`config.mk`:
```
export PLATFORM = sky130hd
export DESIGN_NAME = spike_response_monitor
export DESIGN_NICKNAME = d
export VERILOG_FILES = /design/src/rtl/snn_mon_pkg.sv /design/src/rtl/spike_result_fifo.sv /design/src/rtl/spike_response_monitor.sv
export SDC_FILE = /design/constraint.sdc
export NUM_CORES = 1
export LEC_CHECK = 0
export CELL_PAD_IN_SITES_DETAIL_PLACEMENT = 1
export CELL_PAD_IN_SITES_GLOBAL_PLACEMENT = 1
export CORE_ASPECT_RATIO = 0.75
export CORE_UTILIZATION = 45
export CTS_CLUSTER_SIZE = 24
export DETAILED_ROUTE_END_ITERATION = 8
export PLACE_DENSITY_LB_ADDON = 0.1
export RECOVER_POWER = 50
export SYNTH_ARGS = -nofsm -noshare
export SYNTH_HDL_FRONTEND = slang
export SYNTH_SLANG_ARGS = --single-unit
```
`constraint.sdc`:
```
create_clock -name i_clk -period 3.4 [get_ports i_clk]
set_input_delay 0.68 -clock i_clk [delete_from_list [all_inputs] [get_ports i_clk]]
set_output_delay 0.68 -clock i_clk [all_outputs]
set_load 0.02 [all_outputs]
```
`src/rtl/snn_mon_pkg.sv`:
```
// Shared types and constants for the tinySNN spike response monitor.
// Holds the result record layout, the FSM state encoding and the winner-decode helper.
package snn_mon_pkg;

  localparam int P_NEURONS    = 8;
  localparam int P_INPUTS     = 42;
  localparam int IDX_W        = 4;
  localparam int SAMPLE_IDX_W = 16;
  localparam int EPOCH_W      = 8;
  localparam int P_CNT_W      = 4;
  localparam int TOTAL_W      = P_CNT_W + 3;

  typedef enum logic [1:0] {
    ST_IDLE,
    ST_WINDOW,
    ST_CLOSE
  } mon_state_t;

  typedef struct packed {
    logic [IDX_W-1:0]        winner;
    logic [P_CNT_W-1:0]      win_count;
    logic [TOTAL_W-1:0]      total_count;
    logic [SAMPLE_IDX_W-1:0] sample_index;
    logic [EPOCH_W-1:0]      epoch;
  } result_t;

  // 1-based index of the lowest spiking neuron, 0 when none spiked.
  function automatic logic [IDX_W-1:0] first_spiker(input logic [P_NEURONS-1:0] spikes);
    logic [IDX_W-1:0] idx;
    idx = '0;
    for (int n = P_NEURONS - 1; n >= 0; n--) begin
      if (spikes[n]) idx = IDX_W'(n + 1);
    end
    return idx;
  endfunction

endpackage

```
`src/rtl/spike_result_fifo.sv`:
```
// Small synchronous FIFO for result records; a push into a full FIFO succeeds
// only when a pop happens in the same cycle. Head data reads as zero while empty.
module spike_result_fifo #(
  parameter int p_width = 8,
  parameter int p_depth = 4
) (
  input  logic               i_clk,
  input  logic               i_rst_n,
  input  logic               i_push,
  input  logic [p_width-1:0] i_data,
  input  logic               i_pop,
  output logic [p_width-1:0] o_data,
  output logic               o_full,
  output logic               o_empty
);

  localparam int PTR_W = (p_depth > 1) ? $clog2(p_depth) : 1;

  logic [p_width-1:0] mem_reg [p_depth];
  logic [PTR_W-1:0]   wr_ptr_reg;
  logic [PTR_W-1:0]   rd_ptr_reg;
  logic [PTR_W:0]     count_reg;
  logic               do_push;
  logic               do_pop;

  assign o_full  = (count_reg == (PTR_W + 1)'(p_depth));
  assign o_empty = (count_reg == '0);
  assign do_pop  = i_pop && !o_empty;
  assign do_push = i_push && (!o_full || do_pop);
  assign o_data  = o_empty ? '0 : mem_reg[rd_ptr_reg];

  always_ff @(posedge i_clk or negedge i_rst_n) begin
    if (!i_rst_n) begin
      wr_ptr_reg <= '0;
      rd_ptr_reg <= '0;
      count_reg  <= '0;
    end else begin
      if (do_push) wr_ptr_reg <= wr_ptr_reg + 1'b1;
      if (do_pop)  rd_ptr_reg <= rd_ptr_reg + 1'b1;
      count_reg <= count_reg + (PTR_W + 1)'(do_push) - (PTR_W + 1)'(do_pop);
    end
  end

  always_ff @(posedge i_clk) begin
    if (do_push) mem_reg[wr_ptr_reg] <= i_data;
  end

endmodule

```
`src/rtl/spike_response_monitor.sv`:
```
// Frames stimulus sample slots, scores the output-neuron spikes in a short response
// window and queues one result record per sample for a valid/ready consumer.
module spike_response_monitor
  import snn_mon_pkg::*;
#(
  parameter int p_window     = 5,
  parameter int p_epoch_gap  = 50,
  parameter int p_fifo_depth = 4
) (
  input  logic                    i_clk,
  input  logic                    i_rst_n,
  input  logic [P_INPUTS:1]       i_test_vector,
  input  logic [P_NEURONS:1]      i_spikes,
  input  logic                    i_end_of_epochs,
  input  logic                    i_ready,
  output logic                    o_valid,
  output logic [IDX_W-1:0]        o_winner,
  output logic [P_CNT_W-1:0]      o_win_count,
  output logic [TOTAL_W-1:0]      o_total_count,
  output logic [SAMPLE_IDX_W-1:0] o_sample_index,
  output logic [EPOCH_W-1:0]      o_epoch,
  output logic                    o_epoch_done,
  output logic                    o_overflow
);

  localparam int WIN_W = (p_window > 1) ? $clog2(p_window) : 1;
  localparam int GAP_W = $clog2(p_epoch_gap + 1);
  localparam int SEL_W = $clog2(P_NEURONS);
  localparam logic [P_CNT_W-1:0] CNT_MAX = '1;
  localparam logic [GAP_W-1:0]   GAP_MAX = GAP_W'(p_epoch_gap);

  mon_state_t                        state_reg, state_next;
  logic [WIN_W-1:0]                  win_cnt_reg;
  logic [P_NEURONS-1:0][P_CNT_W-1:0] cnt_next;
  logic [IDX_W-1:0]                  winner_reg, winner_next;
  logic [TOTAL_W-1:0]                total_reg, total_next;
  logic [SAMPLE_IDX_W-1:0]           sample_idx_reg, win_idx_reg;
  logic [EPOCH_W-1:0]                epoch_reg, win_epoch_reg;
  logic [GAP_W-1:0]                  gap_reg;
  logic                              seen_sample_reg, eoe_prev_reg, epoch_done_reg;
  logic                              overflow_reg, push_reg;
  result_t                           rec_reg, rec_next, head;
  logic [SEL_W-1:0]                  win_sel;
  logic [P_NEURONS-1:0]              spikes;
  logic pulse, open_win, close_win, last_cycle, eoe_rise, gap_boundary;
  logic fifo_full, fifo_empty, pop;

  assign spikes       = i_spikes;
  assign pulse        = |i_test_vector;
  assign last_cycle   = (win_cnt_reg == WIN_W'(p_window - 1));
  assign eoe_rise     = i_end_of_epochs && !eoe_prev_reg;
  assign gap_boundary = (state_reg == ST_IDLE) && !pulse && seen_sample_reg &&
                        (gap_reg == GAP_W'(p_epoch_gap - 1));

  genvar gi;
  generate
    for (gi = 0; gi < P_NEURONS; gi++) begin : g_neuron
      logic [P_CNT_W-1:0] cnt_reg;
      assign cnt_next[gi] = (spikes[gi] && cnt_reg != CNT_MAX) ? cnt_reg + 1'b1 : cnt_reg;
      always_ff @(posedge i_clk or negedge i_rst_n) begin
        if (!i_rst_n)                  cnt_reg <= '0;
        else if (open_win)             cnt_reg <= '0;
        else if (state_reg == ST_WINDOW) cnt_reg <= cnt_next[gi];
      end
    end
  endgenerate

  always_comb begin
    logic [TOTAL_W:0] sum;
    sum = {1'b0, total_reg};
    for (int n = 0; n < P_NEURONS; n++) sum = sum + (TOTAL_W + 1)'(spikes[n]);
    total_next = sum[TOTAL_W] ? '1 : sum[TOTAL_W-1:0];
  end

  // The record is built from this cycle's spikes too, so an early close loses nothing.
  assign winner_next = (winner_reg == '0) ? first_spiker(spikes) : winner_reg;
  assign win_sel     = SEL_W'(winner_next - 1'b1);

  always_comb begin
    rec_next              = '0;
    rec_next.winner       = winner_next;
    rec_next.win_count    = (winner_next == '0) ? '0 : cnt_next[win_sel];
    rec_next.total_count  = total_next;
    rec_next.sample_index = win_idx_reg;
    rec_next.epoch        = win_epoch_reg;
  end

  always_comb begin
    state_next = state_reg;
    open_win   = 1'b0;
    close_win  = 1'b0;
    case (state_reg)
      ST_IDLE: begin
        if (pulse) begin
          open_win   = 1'b1;
          state_next = ST_WINDOW;
        end
      end
      ST_WINDOW: begin
        if (pulse) begin
          close_win  = 1'b1;
          open_win   = 1'b1;
          state_next = ST_WINDOW;
        end else if (last_cycle) begin
          close_win  = 1'b1;
          state_next = ST_CLOSE;
        end
      end
      ST_CLOSE: begin
        state_next = ST_IDLE;
        if (pulse) begin
          open_win   = 1'b1;
          state_next = ST_WINDOW;
        end
      end
      default: state_next = ST_IDLE;
    endcase
  end

  always_ff @(posedge i_clk or negedge i_rst_n) begin
    if (!i_rst_n) begin
      state_reg       <= ST_IDLE;
      win_cnt_reg     <= '0;
      winner_reg      <= '0;
      total_reg       <= '0;
      sample_idx_reg  <= '0;
      win_idx_reg     <= '0;
      epoch_reg       <= '0;
      win_epoch_reg   <= '0;
      gap_reg         <= '0;
      seen_sample_reg <= 1'b0;
      eoe_prev_reg    <= 1'b0;
      epoch_done_reg  <= 1'b0;
      overflow_reg    <= 1'b0;
      push_reg        <= 1'b0;
      rec_reg         <= '0;
    end else begin
      state_reg    <= state_next;
      push_reg     <= close_win;
      eoe_prev_reg <= i_end_of_epochs;
      epoch_done_reg <= eoe_rise;
      if (close_win) rec_reg <= rec_next;

      if (open_win) begin
        win_cnt_reg   <= '0;
        winner_reg    <= '0;
        total_reg     <= '0;
        win_idx_reg   <= sample_idx_reg;
        win_epoch_reg <= epoch_reg;
      end else if (state_reg == ST_WINDOW) begin
        win_cnt_reg <= win_cnt_reg + 1'b1;
        winner_reg  <= winner_next;
        total_reg   <= total_next;
      end

      if (open_win) gap_reg <= '0;
      else if (state_reg == ST_IDLE && gap_reg != GAP_MAX) gap_reg <= gap_reg + 1'b1;

      // An epoch boundary wins over the index step of a window opening in the same cycle.
      if (eoe_rise || gap_boundary) begin
        sample_idx_reg <= '0;
        epoch_reg      <= epoch_reg + 1'b1;
      end else if (open_win) begin
        sample_idx_reg <= sample_idx_reg + 1'b1;
      end

      if (open_win) seen_sample_reg <= 1'b1;
      else if (eoe_rise || gap_boundary) seen_sample_reg <= 1'b0;

      if (push_reg && fifo_full && !pop) overflow_reg <= 1'b1;
    end
  end

  spike_result_fifo #(
    .p_width ($bits(result_t)),
    .p_depth (p_fifo_depth)
  ) u_fifo (
    .i_clk   (i_clk),
    .i_rst_n (i_rst_n),
    .i_push  (push_reg),
    .i_data  (rec_reg),
    .i_pop   (pop),
    .o_data  (head),
    .o_full  (fifo_full),
    .o_empty (fifo_empty)
  );

  assign o_valid        = !fifo_empty;
  assign pop            = o_valid && i_ready;
  assign o_winner       = head.winner;
  assign o_win_count    = head.win_count;
  assign o_total_count  = head.total_count;
  assign o_sample_index = head.sample_index;
  assign o_epoch        = head.epoch;
  assign o_epoch_done   = epoch_done_reg;
  assign o_overflow     = overflow_reg;

endmodule

```
# Word-level counts from Yosys, hierarchy flattened
# Memory sizes are Yosys's and may differ from the RTL's.
# Cells that the tools add are included.
# word_totals
regBits	153
latch_bits	0
mem_bits_rw	156
romBits	0
in_bits	54
out_inout_bits	42
elab_cells	170
mem_count	1
# mem_list
name	depth	width	rd	rd_clocked_by_memory_dff	write_ports	line	text
u_fifo.mem_reg	4	39	1	0	1	spike_result_fifo.sv:19	logic [p_width-1:0] mem_reg [p_depth];
# classes
n_addsub	25
n_mul	0
n_div	0
n_lt_le_gt_ge	1
eq_ne	16
shifts	0
muxes	62
bitwise	0
n_reduce_logical	35
# ops
cell	count
two-way mux 4 bit	37
adder 8 x 1 -> 8 bit	7
OR reduction 42 bit	1
two-way mux 39 bit	1
adder 4 x 1 -> 4 bit (second input constant)	8
two-way mux 16 bit	2
!= test 4 bit (second input constant)	8
two-way mux 7 bit	3
logical AND 1 bit	18
adder 16 x 1 -> 16 bit (second input constant)	1
binary-select mux 4 bit (select 3 bit)	1
two-way mux 6 bit	2
two-way mux 1 bit	10
adder 7 x 1 -> 8 bit	1
adder 8 x 1 -> 8 bit (second input constant)	1
logical NOT 4 bit	2
adder 6 x 1 -> 6 bit (second input constant)	1
== test 3 bit (second input constant)	2
== test 6 bit (second input constant)	1
two-way mux 2 bit	3
two-way mux 3 bit	2
!= test 6 bit (second input constant)	1
case mux 2 bit (3 select lines)	1
nonzero test 2 bit	3
other kinds (16)	22

# Longest topological paths before layout
# Gate-level depths: netlist (run 1).
# depth
word_depth	13
mapped_depth	13
depth_no_buf	13

# Cells and area by module
# Synthesis (run 1) repeated with hierarchy kept, for this count alone.
# hier_totals
hier_cells	1014
area_unflattened_um2	13763.2
# modules_own_cells
module	n_inst	cells_per_inst	area_each_um2	seq_area_each_um2
spike_response_monitor	1	729	7399.6	3653.5
spike_result_fifo	1	285	6363.6	4859.7

# Worst setup path before layout (run 1)
# No wires, ideal clock.
# synth_path
path_kind	in2reg
start	in i_spikes[1] in the netlist's numbering
end	reg total_reg[6]
setup_ns	0.118
arrival_ns	3.725
t_required_ns	3.282
setup_slack_ns	-0.443
path_stages	13
path_buffers	0
path_cell_list	fa_1 -> inv_1 -> fa_1 -> fa_1 -> fa_1 -> inv_1 -> fa_1 -> a21o_1 -> a21oi_1 -> nor2_1 -> xnor2_1 -> a21oi_1 -> a21o_1
# synth_between
elab_chain_len	11
# synth_lines
element	line	text
start: declaration	spike_response_monitor.sv:13	input logic [P_NEURONS:1] i_spikes,
adder 7 x 1 -> 8 bit	spike_response_monitor.sv:71	for (int n = 0; n < P_NEURONS; n++) sum = sum + (TOTAL_W + 1)'(spikes[n]);
adder 8 x 1 -> 8 bit (7 in series)	spike_response_monitor.sv:71	
two-way mux 7 bit	spike_response_monitor.sv:72	total_next = sum[TOTAL_W] ? '1 : sum[TOTAL_W-1:0];
two-way mux 7 bit	spike_response_monitor.sv:150	end else if (state_reg == ST_WINDOW) begin
two-way mux 7 bit	spike_response_monitor.sv:144	if (open_win) begin
end signal: assignment	spike_response_monitor.sv:153	total_reg <= total_next;
end: declaration	spike_response_monitor.sv:36	logic [TOTAL_W-1:0] total_reg, total_next;
# No other way between the ends. The select of a mux whose other input is x is not followed.
# A chain may end at the register's enable or synchronous reset.

# Final worst setup path (run 1)
# layout_path
start	in i_spikes[4] in the netlist's numbering
end	reg total_reg[6]
# layout_between
elab_chain_len	8
# layout_lines
element	line
adder 8 x 1 -> 8 bit (5 in series)	spike_response_monitor.sv:71
two-way mux 7 bit	spike_response_monitor.sv:72
two-way mux 7 bit	spike_response_monitor.sv:150
two-way mux 7 bit	spike_response_monitor.sv:144
# No other way between the ends. The select of a mux whose other input is x is not followed.

==> results.toml, run 1 <==
[outcome]
status = "finished with violations"
violations = "capacitance limit, slew limit"

[clock_tree]
numCtsBuffers = 30
cts_max_path_buffers = 3
cts_tree = "built"
cts_root_buffer = "clkbuf_16"
cts_hold_buf = 0
htree_levels = 1
clk_pin_slew_ns = 0.06
cts.sinks = 309
clkLatencyLatePin_ns = 0.57

[sta]
finalCriticalPeriod_ns = 3.32
fmax_mhz = 301
setup_slack_ns = 0.0801
relSlewSlack = -0.0423
rsz0062_at_grt = "yes"
worst_pin_slew_ns = 1.56
hold_ws_ns = 0.437
finalCritPeriodShare = 0.976
setup_viol = 0
clock_skew_ns = 0.0176
drv_slew = 60
hold_viol = 0

[power]
clockPowerShare = 0.254
ir_drop_v = 0.000413
switchingPower_mw = 3.91
seqPwrFrac = 0.430
p_sw_frac = 0.304
cell_internal_pwr_mw = 8.95
total_leakage_power_nw = 6.94
p_per_area_nw_per_um2 = 779
combPwrFrac = 0.316

[place]
place.port_buffers = 95
hpwl_um = 20900
placed_cells = 1560
place_ws_ns = -0.962
gp_congestion = 0.790

[global_route]
track_usage = 0.208
grt_antenna_before_repair = 0
grt_pass1_vias = 9046
grt_max_degree = 60
grt_overflow = 0
grt_pass1_wl_um = 51100

[worst_setup_path]
endpoint_kind = "flop"
worst_path_max_delay_cell = "fa_1"
max_stage_delay_ns = 0.54
crit_buf_inv = 3
critical-path-top-delay-family = "adder cells"
cp.required_ns = 3.86
cpMostUsedCell = "fa_1"
path_class = "in2reg"
path_max_fanout = 2
arrival_ns = 3.78
crit_chain = "buf_8 > fa_1 > inv_2 > fa_1 > fa_1 > fa_2 > inv_2 > fa_2 > a21o_1 > a21oi_2 > nor2_2 > xnor2_2 > a21oi_1 > a21o_1"
crit_path_start_kind = "input pin"

[finish]
seqCellArea_um2 = 8510
multiInputGateArea_um2 = 4980
fin_nets = 1286
final_cells = 1621
drive_gt1_frac = 0.144
fill_cells = 3076
fin_util = 0.548
area_delta_synth_final_pct = 20.1
diodes = 0
final_cell_mix = "nand2_1 (201), edfxtp_1 (156), dfrtp_1 (152)"
largest_register_ffs = 156
final_common_cell = "nand2_1"

[logic_synthesis]
synth_edf_count = 156
synthDistinctLibCells = 66
async_reset_ff_frac = 0.495
netlist_top_cells_area = "edfxtp_1 (34%), dfrtp_1 (28%), mux4_2 (6.4%)"
synth_area_per_cell_um2 = 13.0
ys_dominant_reg_cell = "edfxtp_1"
syn-num-nets = 1147
ys_ff_latch = 309
yosysTopAreaCell = "edfxtp_1"
yosys.area.top_type_share = 0.341
synthCells = 1059
yosysWarnings = 0
yosysSeqAreaShare = 0.619
synth_area_um2 = 13800

[drt]
drtIter0Drc = 575
drtAntennaViolNets = 0
dr.pass1.iters = 5
routed_wl_um = 31300
via_count = 8723
via_per_inst = 5.38
drc = 0
routedWlPerCell_um = 19.3

[job]
maxCapViolations = 2

[floorplan]
dieWidth_um = 204
start_util = 0.456
rows = 55
dieArea_um2 = 31300
die_h_um = 153
core_region_area_um2 = 30100
io_pins = 96

[hold_path]
min_path_type = "reg2reg"
-- synthesized netlist by cell type (9+ instances only) --
cell	n
a21o_1	12
a21oi_1	21
a22o_1	9
a31oi_1	14
and2_1	47
buf_2	24
clkbuf_1	16
dfrtp_1	153
edfxtp_1	156
ha_1	28
inv_1	24
mux2i_1	31
mux4_2	39
nand2_1	201
nand2b_1	10
nand3_1	19
nand4_1	21
nor2_1	46
nor2b_1	9
nor4_1	11
o21ai_0	24
xnor2_1	19
xor2_1	23
-- per-stage QoR --
step / setup TNS (ns) / instance area [um2] / power, mW
6_report: 0 / 16500 / 12.9
5_1_grt: -0.0959 / 16500 / 13.5
4_1_cts: 0 / 16500 / 13.1
3_5_place_dp: -12.03 / 15500 / 9.75
3_3_place_gp: -11.00 / 15500 / 9.62
2_1_floorplan: -2.14 / 13800 / 7.85
-- power groups by stage --
stage                     Sequential (mW)  Clock (mW)  Combinational (mW)
after floorplan                      5.43           0                2.42
after global placement               5.54           0                4.08
after detailed placement             5.62           0                4.13
after CTS                            5.55        3.34                4.15
after global routing                 5.64        3.46                4.41
final                                5.54        3.27                4.06
-- repair_timing --
action                                  CTS  global route
setup buffers                             1             4
cloned                                    0             0
endpoints found under the setup margin   27            45
pin swaps                                11             8
gates resized for setup                  19             2
-- layer usage --
metal / wire length (um) / GRT usage / part of all wire
met3: 1430 / 0.0288 / 0.046
met2: 13300 / 0.304 / 0.43
met5: 0 / 0 / 0
met1: 16100 / 0.330 / 0.51
met4: 479 / 0.0412 / 0.015
-- layout make-up --
| class | instances | area share |
|---|---|---|
| well taps | 399 | 0.0302 |
| clock inverters | 9 | 0.00598 |
| multi-input cells | 678 | 0.301 |
| repair buffers | 154 | 0.0885 |
| flip-flops and latches | 309 | 0.515 |
| clock buffers | 47 | 0.0529 |
| inverters | 25 | 0.00568 |
-- final timing paths --
check / from / to / slack [ns] / cells past startpoint
worst max-delay path: i_spikes[4] / total_reg[6] / 0.08 / 14
min in group asynchronous: i_rst_n / rec_reg[3] / 0.49 / 1
worst max register to register: total_reg[0] / total_reg[6] / 0.42 / 12
max in group asynchronous: i_rst_n / u_fifo.rd_ptr_reg[0] / 0.79 / 2
worst min register to register: eoe_prev_reg / o_epoch_done / 0.44 / 1
worst min-delay path: eoe_prev_reg / o_epoch_done / 0.44 / 1
-- cell families (layout without fill, tap and decap cells) --
family          after synthesis  count (layout)  share of synthesized area
xor+xnor                     43              43                     0.0287
flops                       309             309                      0.619
compound gates              121             121                     0.0611
fa+ha+maj                    34              34                     0.0342
buf+inv                      72             235                     0.0229
mux                          76              76                     0.0913
simple gates                404             404                      0.143
Note: power is estimated with default switching activity, not from simulation.
==> inputs of run 2 (changes only) <==
- CORE_UTILIZATION: 45 -> 44
- GPL_TIMING_DRIVEN: default -> 1
- clock period: 3.4 -> 2.7 ns (I/O delays scaled with it)
==> results.toml, run 2 (synthesis results as in run 1) <==
[sta]
drv_slew = 0
setup_tns_ns = -4.80
setup_viol = 16
fmax_mhz = 311
worst_pin_slew_ns = 1.47
clock_skew_ns = 0.0234
hold_viol = 0
setup_slack_ns = -0.516
finalCriticalPeriod_ns = 3.22
hold_ws_ns = 0.424
finalCritPeriodShare = 1.19
relSlewSlack = 0.0218
rsz0062_at_grt = "yes"

[drt]
dr.pass1.iters = 6
routed_wl_um = 33400
drtIter0Drc = 479
routedWlPerCell_um = 19.9
via_per_inst = 5.42
via_count = 9090
drc = 10
drtAntennaViolNets = 0

[clock_tree]
clk_pin_slew_ns = 0.07
clkLatencyLatePin_ns = 0.58
cts_root_buffer = "clkbuf_16"
cts_tree = "built"
htree_levels = 1
cts.sinks = 309
cts_max_path_buffers = 3
numCtsBuffers = 30

[worst_setup_path]
crit_path_start_kind = "input pin"
cp-startpoint = "i_spikes[1]"
endpoint_kind = "flop"
worstReg2RegStart = "total_reg[0]"
arrival_ns = 3.69
reg2reg_slack_ns = -0.32
path_max_fanout = 2
cp.required_ns = 3.18
path_class = "in2reg"
rr_endpoint = "total_reg[6]"
reg2reg_depth = 12

[global_route]
grt_pass1_wl_um = 54300
track_usage = 0.218
grt_overflow = 0
grt_max_degree = 56
grt_pass1_vias = 9595
grt_antenna_before_repair = 0

[place]
gp_congestion = 0.744
place_area_um2 = 16000
place.port_buffers = 95
placed_cells = 1603
place_ws_ns = -1.61
hpwl_um = 22000

[finish]
fill_cells = 3014
final_common_cell = "nand2_1"
multiInputGateArea_um2 = 5160
drive_gt1_frac = 0.245
final_cells = 1677
final_cell_mix = "nand2_1 (201), edfxtp_1 (156), dfrtp_1 (152)"
fin_util = 0.570
largest_register_ffs = 156
fin_nets = 1342
seqCellArea_um2 = 8510
diodes = 0
area_delta_synth_final_pct = 26.3
final_area_um2 = 17400

[floorplan]
core_region_area_um2 = 30500
start_util = 0.451
io_pins = 96
dieWidth_um = 206
dieArea_um2 = 32000
die_h_um = 155
rows = 55

[power]
finalPower_mw = 17.3
switchingPower_mw = 5.29
p_sw_frac = 0.305
clockPowerShare = 0.251
seqPwrFrac = 0.402
combPwrFrac = 0.347
cell_internal_pwr_mw = 12.0
ir_drop_v = 0.000532
total_leakage_power_nw = 7.48
p_per_area_nw_per_um2 = 997

[outcome]
status = "finished with violations"
violations = "DRC, setup timing"

[hold_path]
hold_path_depth = 1
hold_end = "o_epoch_done"
min_path_type = "reg2reg"
hold_start = "eoe_prev_reg"

[job]
maxCapViolations = 0
run 2: cell count changes in the layout (fill, tap and decap cells not counted), moves of 6 or more:
cell / before / now
and2_1: 42 / 18
and2_4: 0 / 26
buf_12: 7 / 19
buf_2: 2 / 16
buf_4: 47 / 88
buf_6: 1 / 25
clkbuf_1: 13 / 7
clkdlybuf4s50_1: 89 / 49
run 2: power groups by stage:
stage	Clock [mW]	Combinational [mW]	Sequential, mW
final	4.35	6.00	6.96
after floorplan	0	3.06	6.84
after global routing	4.61	6.44	7.09
after CTS	4.45	5.73	6.96
after global placement	0	5.33	6.94
after detailed placement	0	5.44	7.04
run 2: worst max-delay path by stage:
stage / end / depth (start not counted)
3_3_place_gp: total_reg[6] / 14
4_1_cts: total_reg[6] / 14
3_5_place_dp: total_reg[6] / 14
2_1_floorplan: total_reg[6] / 13
5_1_grt: total_reg[6] / 14
6_report: total_reg[6] / 14
run 2: layer usage:
| metal | part of all wire | wire length (um) | GRT usage |
|---|---|---|---|
| met1 | 0.50 | 16700 | 0.335 |
| met2 | 0.45 | 14900 | 0.332 |
| met4 | 0.012 | 408 | 0.0389 |
| met3 | 0.042 | 1400 | 0.0331 |
| met5 | 0 | 0 | 0 |
run 2: what timing repair did:
action                     4_1_cts  5_1_grt
hold buffers                     1        0
buffers inserted                14        4
pin swaps                       18       14
hold endpoints to repair        52        0
setup endpoints to repair       55       49
cloned                           3        1
resized for setup              224       63
run 2: final cells by class:
cell class / count / share of cell area
clock buffers: 42 / 0.0493
clock inverters: 14 / 0.00986
well taps: 399 / 0.0287
flip-flops and latches: 309 / 0.490
repair buffers: 210 / 0.120
inverters: 25 / 0.00540
multi-input cells: 678 / 0.297
run 2: worst max-delay path, cell delays in order:
cell	delay [ns]
buf_8	0.11
fa_1	0.53
inv_1	0.05
fa_1	0.45
fa_1	0.51
fa_2	0.22
inv_2	0.04
fa_2	0.33
a21o_1	0.17
a21oi_2	0.16
nor2_1	0.07
xnor2_1	0.22
a21oi_1	0.10
a21o_1	0.17
==> variant 1, RTL diff (flow settings as in run 2) <==
`p_epoch_gap`: 50 -> 25.
--- a/src/rtl/spike_response_monitor.sv
+++ b/src/rtl/spike_response_monitor.sv
@@ -5,5 +5,5 @@
 #(
   parameter int p_window     = 5,
-  parameter int p_epoch_gap  = 50,
+  parameter int p_epoch_gap  = 25,
   parameter int p_fifo_depth = 4
 ) (
Function: same outputs for any inputs over 4 cycles, from zero or initial values and one cycle with i_rst_n low; that may be too few to reach the edited logic, so the function may still have changed.
==> variant 1 against run 2 <==
- the flow finishes with violations (max-capacitance violations, max-slew violations, negative setup slack)
- wire length shrank 3.9%
- worst hold slack gained 0.0049 ns
- sequential power shrank 0.6%
- area after synthesis shrank 1.7%
- power grew 5.0%
- sequential cell count shrank 1
- setup slack lost 0.016 ns
- cell area shrank 0.68%
- non-clock buffer count shrank 1
- sequential share of layout area grew 0.19 points
==> variant 1: results (changes against run 2) <==
status:
  status: "complete, but fails checks"
  violations: "max-capacitance violations, max-slew violations, negative setup slack"
final_layout:
  num-nonclk-buffers: 209  # -0.48%
  multi_input_area_share: 0.286  # -0.0112
  drive_above_1_share: 0.291  # +0.0464
  regArea_um2: 8490  # -0.29%
  clkbuf_count: 35  # -17%
synthesis:
  synth_area_leaders: "edfxtp_1 (35%), dfrtp_1 (28%), mux4_2 (7.0%), nand2_1 (3.9%), mux2_2 (2.7%)"
  async_flop_share: 0.494  # -0.00164
  yosys-mux-area-fraction: 0.124  # +0.0329
  ys_ff_latch: 308  # -0.32%
  synthAdderAreaFrac: 0.0348  # +0.000605
  synth_xor_area_frac: 0.0267  # -0.00208
  syn_nets: 1080  # -5.8%
  yosysUniqueCellTypes: 53  # -20%
  synth_compound_area_frac: 0.0502  # -0.0110
routing:
  drt_wl_total_um: 32100  # -3.9%
  via_count: 8528  # -6.2%
  drt-initial-drc-count: 498  # +4.0%
  drtPass1Iterations: 4  # -2
  route.detailed.drc: 0  # -10
pwr:
  vdd_ir_drop_max_uv: 645  # +21%
  clk-power_mw: 4.55  # +4.6%
  p_sw_frac: 0.303  # -0.00298
timing:
  slew_viol_final: 60  # +60
  setup-violations-final: 46  # +30
  fin_ws_ns: -0.531  # -0.0159 ns
  finClkSkew_ns: 0.0111  # -0.0122 ns
  worst_slew_pin_slew_ns: 1.54  # +0.0723 ns
clock_tree:
  postCtsSetupBuffers: 24  # +10
  post_cts_resized: 239  # +6.7%
grt:
  grt_first_pass_wirelength_um: 50800  # -6.3%
  grt_pass1_vias: 9077  # -5.4%
  grt_start_max_net_pins: 60  # +7.1%
  track_usage: 0.209  # -0.00897
flow_run:
  maxCapViolations: 1  # +1
-- variant 1: cell count changes after synthesis, moves of 5 or more --
cell             run 2  this run
xor2_1              23        15
o21ai_1              8         1
a31oi_1             14         5
buf_1                5        11
o21ai_0             24        46
clkbuf_1            16        25
nor2b_1              9         4
a21oi_1             21        14
mux2_2               6        33
buf_2               24         2
nand2_1            201       139
-- variant 1: cell families after synthesis --
family          after synthesis
buf+inv                      72
fa+ha+maj                    34
simple gates                322
compound gates              106
xor+xnor                     39
flops                       308
mux                         111
-- variant 1: path summary, 6_finish.rpt --
check                      slack [ns]                                 end  depth (start not counted)
setup / recovery                -0.53            total_reg[6]$_DFFE_PN0P_                         14
hold / removal                   0.43              o_epoch_done$_DFF_PN0_                          1
min in group asynchronous        0.91        win_epoch_reg[2]$_DFFE_PN0P_                          2
setup reg to reg                -0.37            total_reg[6]$_DFFE_PN0P_                         12
max in group asynchronous        0.22  g_neuron[1].cnt_reg[0]$_DFFE_PN0P_                          3
hold reg to reg                  0.43              o_epoch_done$_DFF_PN0_                          1
-- variant 1: per-stage QoR --
stage | setup WS (ns) | area [um^2] | util | std cells | hold slack [ns]
after floorplan | -0.865 | 13500 | - | 992 | 0.244
after global placement | -1.47 | 15500 | 0.514 | 1514 | 0.427
after detailed placement | -1.59 | 15500 | 0.514 | 1514 | 0.419
after CTS | -0.577 | 16900 | 0.559 | 1599 | 0.402
after global routing | -0.634 | 17300 | 0.571 | 1614 | 0.467
final | -0.531 | 17300 | 0.571 | 1614 | 0.429
-- variant 1: routing by layer --
layer	up-vias	GRT usage	wire length, um
met1	4355	0.315	15800
met5	-	0	0
met3	38	0.0367	1130
met4	0	0.0416	554
li1	3999	-	-
met2	136	0.320	14600
==> variant 2, RTL diff (config.mk and constraints of run 2) <==
Without the edit above. The 3 states of `mon_state_t` get a one-hot encoding in 3 bits.
--- a/src/rtl/snn_mon_pkg.sv
+++ b/src/rtl/snn_mon_pkg.sv
@@ -11,8 +11,8 @@
   localparam int TOTAL_W      = P_CNT_W + 3;
 
-  typedef enum logic [1:0] {
-    ST_IDLE,
-    ST_WINDOW,
-    ST_CLOSE
+  typedef enum logic [2:0] {
+    ST_IDLE   = 3'b001,
+    ST_WINDOW = 3'b010,
+    ST_CLOSE  = 3'b100
   } mon_state_t;
 
Check against the original RTL: same outputs for any inputs over 4 cycles, from zero or initial values and one cycle with i_rst_n low; so few cycles prove little.
==> variant 2 against run 2 <==
- the flow still finishes with violations (design-rule violations, negative setup slack)
- largest cell class unchanged
- power grew 2.3%
- clock power grew 17%
- area after synthesis is essentially flat
- combinational power shrank 5.0%
- cell area is essentially flat
- wire length grew 2.4%
- largest power group unchanged
- sequential cell count grew 1
- clock skew shrank 0.011 ns
- setup slack lost 0.096 ns
- critical path depth grew 1
- maximum frequency shrank 2.9%
==> variant 2: results (changes against run 2) <==
placed_design:
  place_congestion: 0.791  # +6.4%
  dp_hpwl_um: 22600  # +2.8%
  place_area_um2: 15900  # -0.63%
grt:
  grt_pass1_vias: 9486  # -1.1%
  grt_first_pass_wirelength_um: 54800  # +0.89%
  track_usage: 0.226  # +0.00805
pwr:
  seqPwrFrac: 0.392  # -0.010
  combPwrFrac: 0.322  # -0.025
  pg_comb_mw: 5.70  # -5.0%
  vdd_ir_drop_max_uv: 637  # +20%
  p_leak_nw: 7.30  # -2.5%
routing:
  drt_wl_total_um: 34200  # +2.4%
  drtPass1Iterations: 7  # +1
  route.detailed.drc: 6  # -4
synthesis:
  syn_nets: 1113  # -3.0%
  yosysMostFrequentCell: "edfxtp_1"
  synthAdderAreaFrac: 0.0342  # about the same
  yosysSeqAreaShare: 0.621  # +0.00168
  synth_compound_area_frac: 0.0568  # -0.00430
  yosysUniqueCellTypes: 67  # +1.5%
  yosys-mux-area-fraction: 0.113  # +0.0217
  synth_cells: 1025  # -3.2%
status:
  status: "complete, but fails checks"
  violations: "design-rule violations, negative setup slack"
timing:
  fin_ws_ns: -0.611  # -0.0955 ns
  setup-violations-final: 14  # -2
  finalSetupTns_ns: -8.13  # -3.34 ns
worst_setup_path:
  critPathLaunch: "i_spikes[4]"
  worstRegToRegCells: 13  # +1
clock_tree:
  cts-buffers-inserted: 34  # +13%
  htree_levels: 2  # +1
final_layout:
  final_cells: 1651  # -1.6%
  drive_above_1_share: 0.268  # +0.0235
variant 2: layout make-up:
class | count | share of cell area
sequential | 310 | 0.492
multi-input combinational | 646 | 0.292
timing repair buffer | 207 | 0.111
clock buffer | 41 | 0.0529
tap | 399 | 0.0287
clock inverter | 21 | 0.0175
inverter | 27 | 0.00598
variant 2: critical path, cell delays in order:
cell	delay (ns)
buf_6	0.10
fa_1	0.56
inv_2	0.05
fa_1	0.49
fa_1	0.43
fa_2	0.37
buf_4	0.15
buf_6	0.11
nor2b_4	0.12
o21ai_2	0.08
a21boi_1	0.16
buf_4	0.17
o2111ai_4	0.14
o21a_1	0.18
o21ai_2	0.12
variant 2: metal layers:
metal,GRT usage,up-vias,part of all wire
li1,-,4142,-
met1,0.342,4567,0.49
met2,0.344,187,0.45
met3,0.0358,46,0.043
met4,0.0515,0,0.017
met5,0,-,0
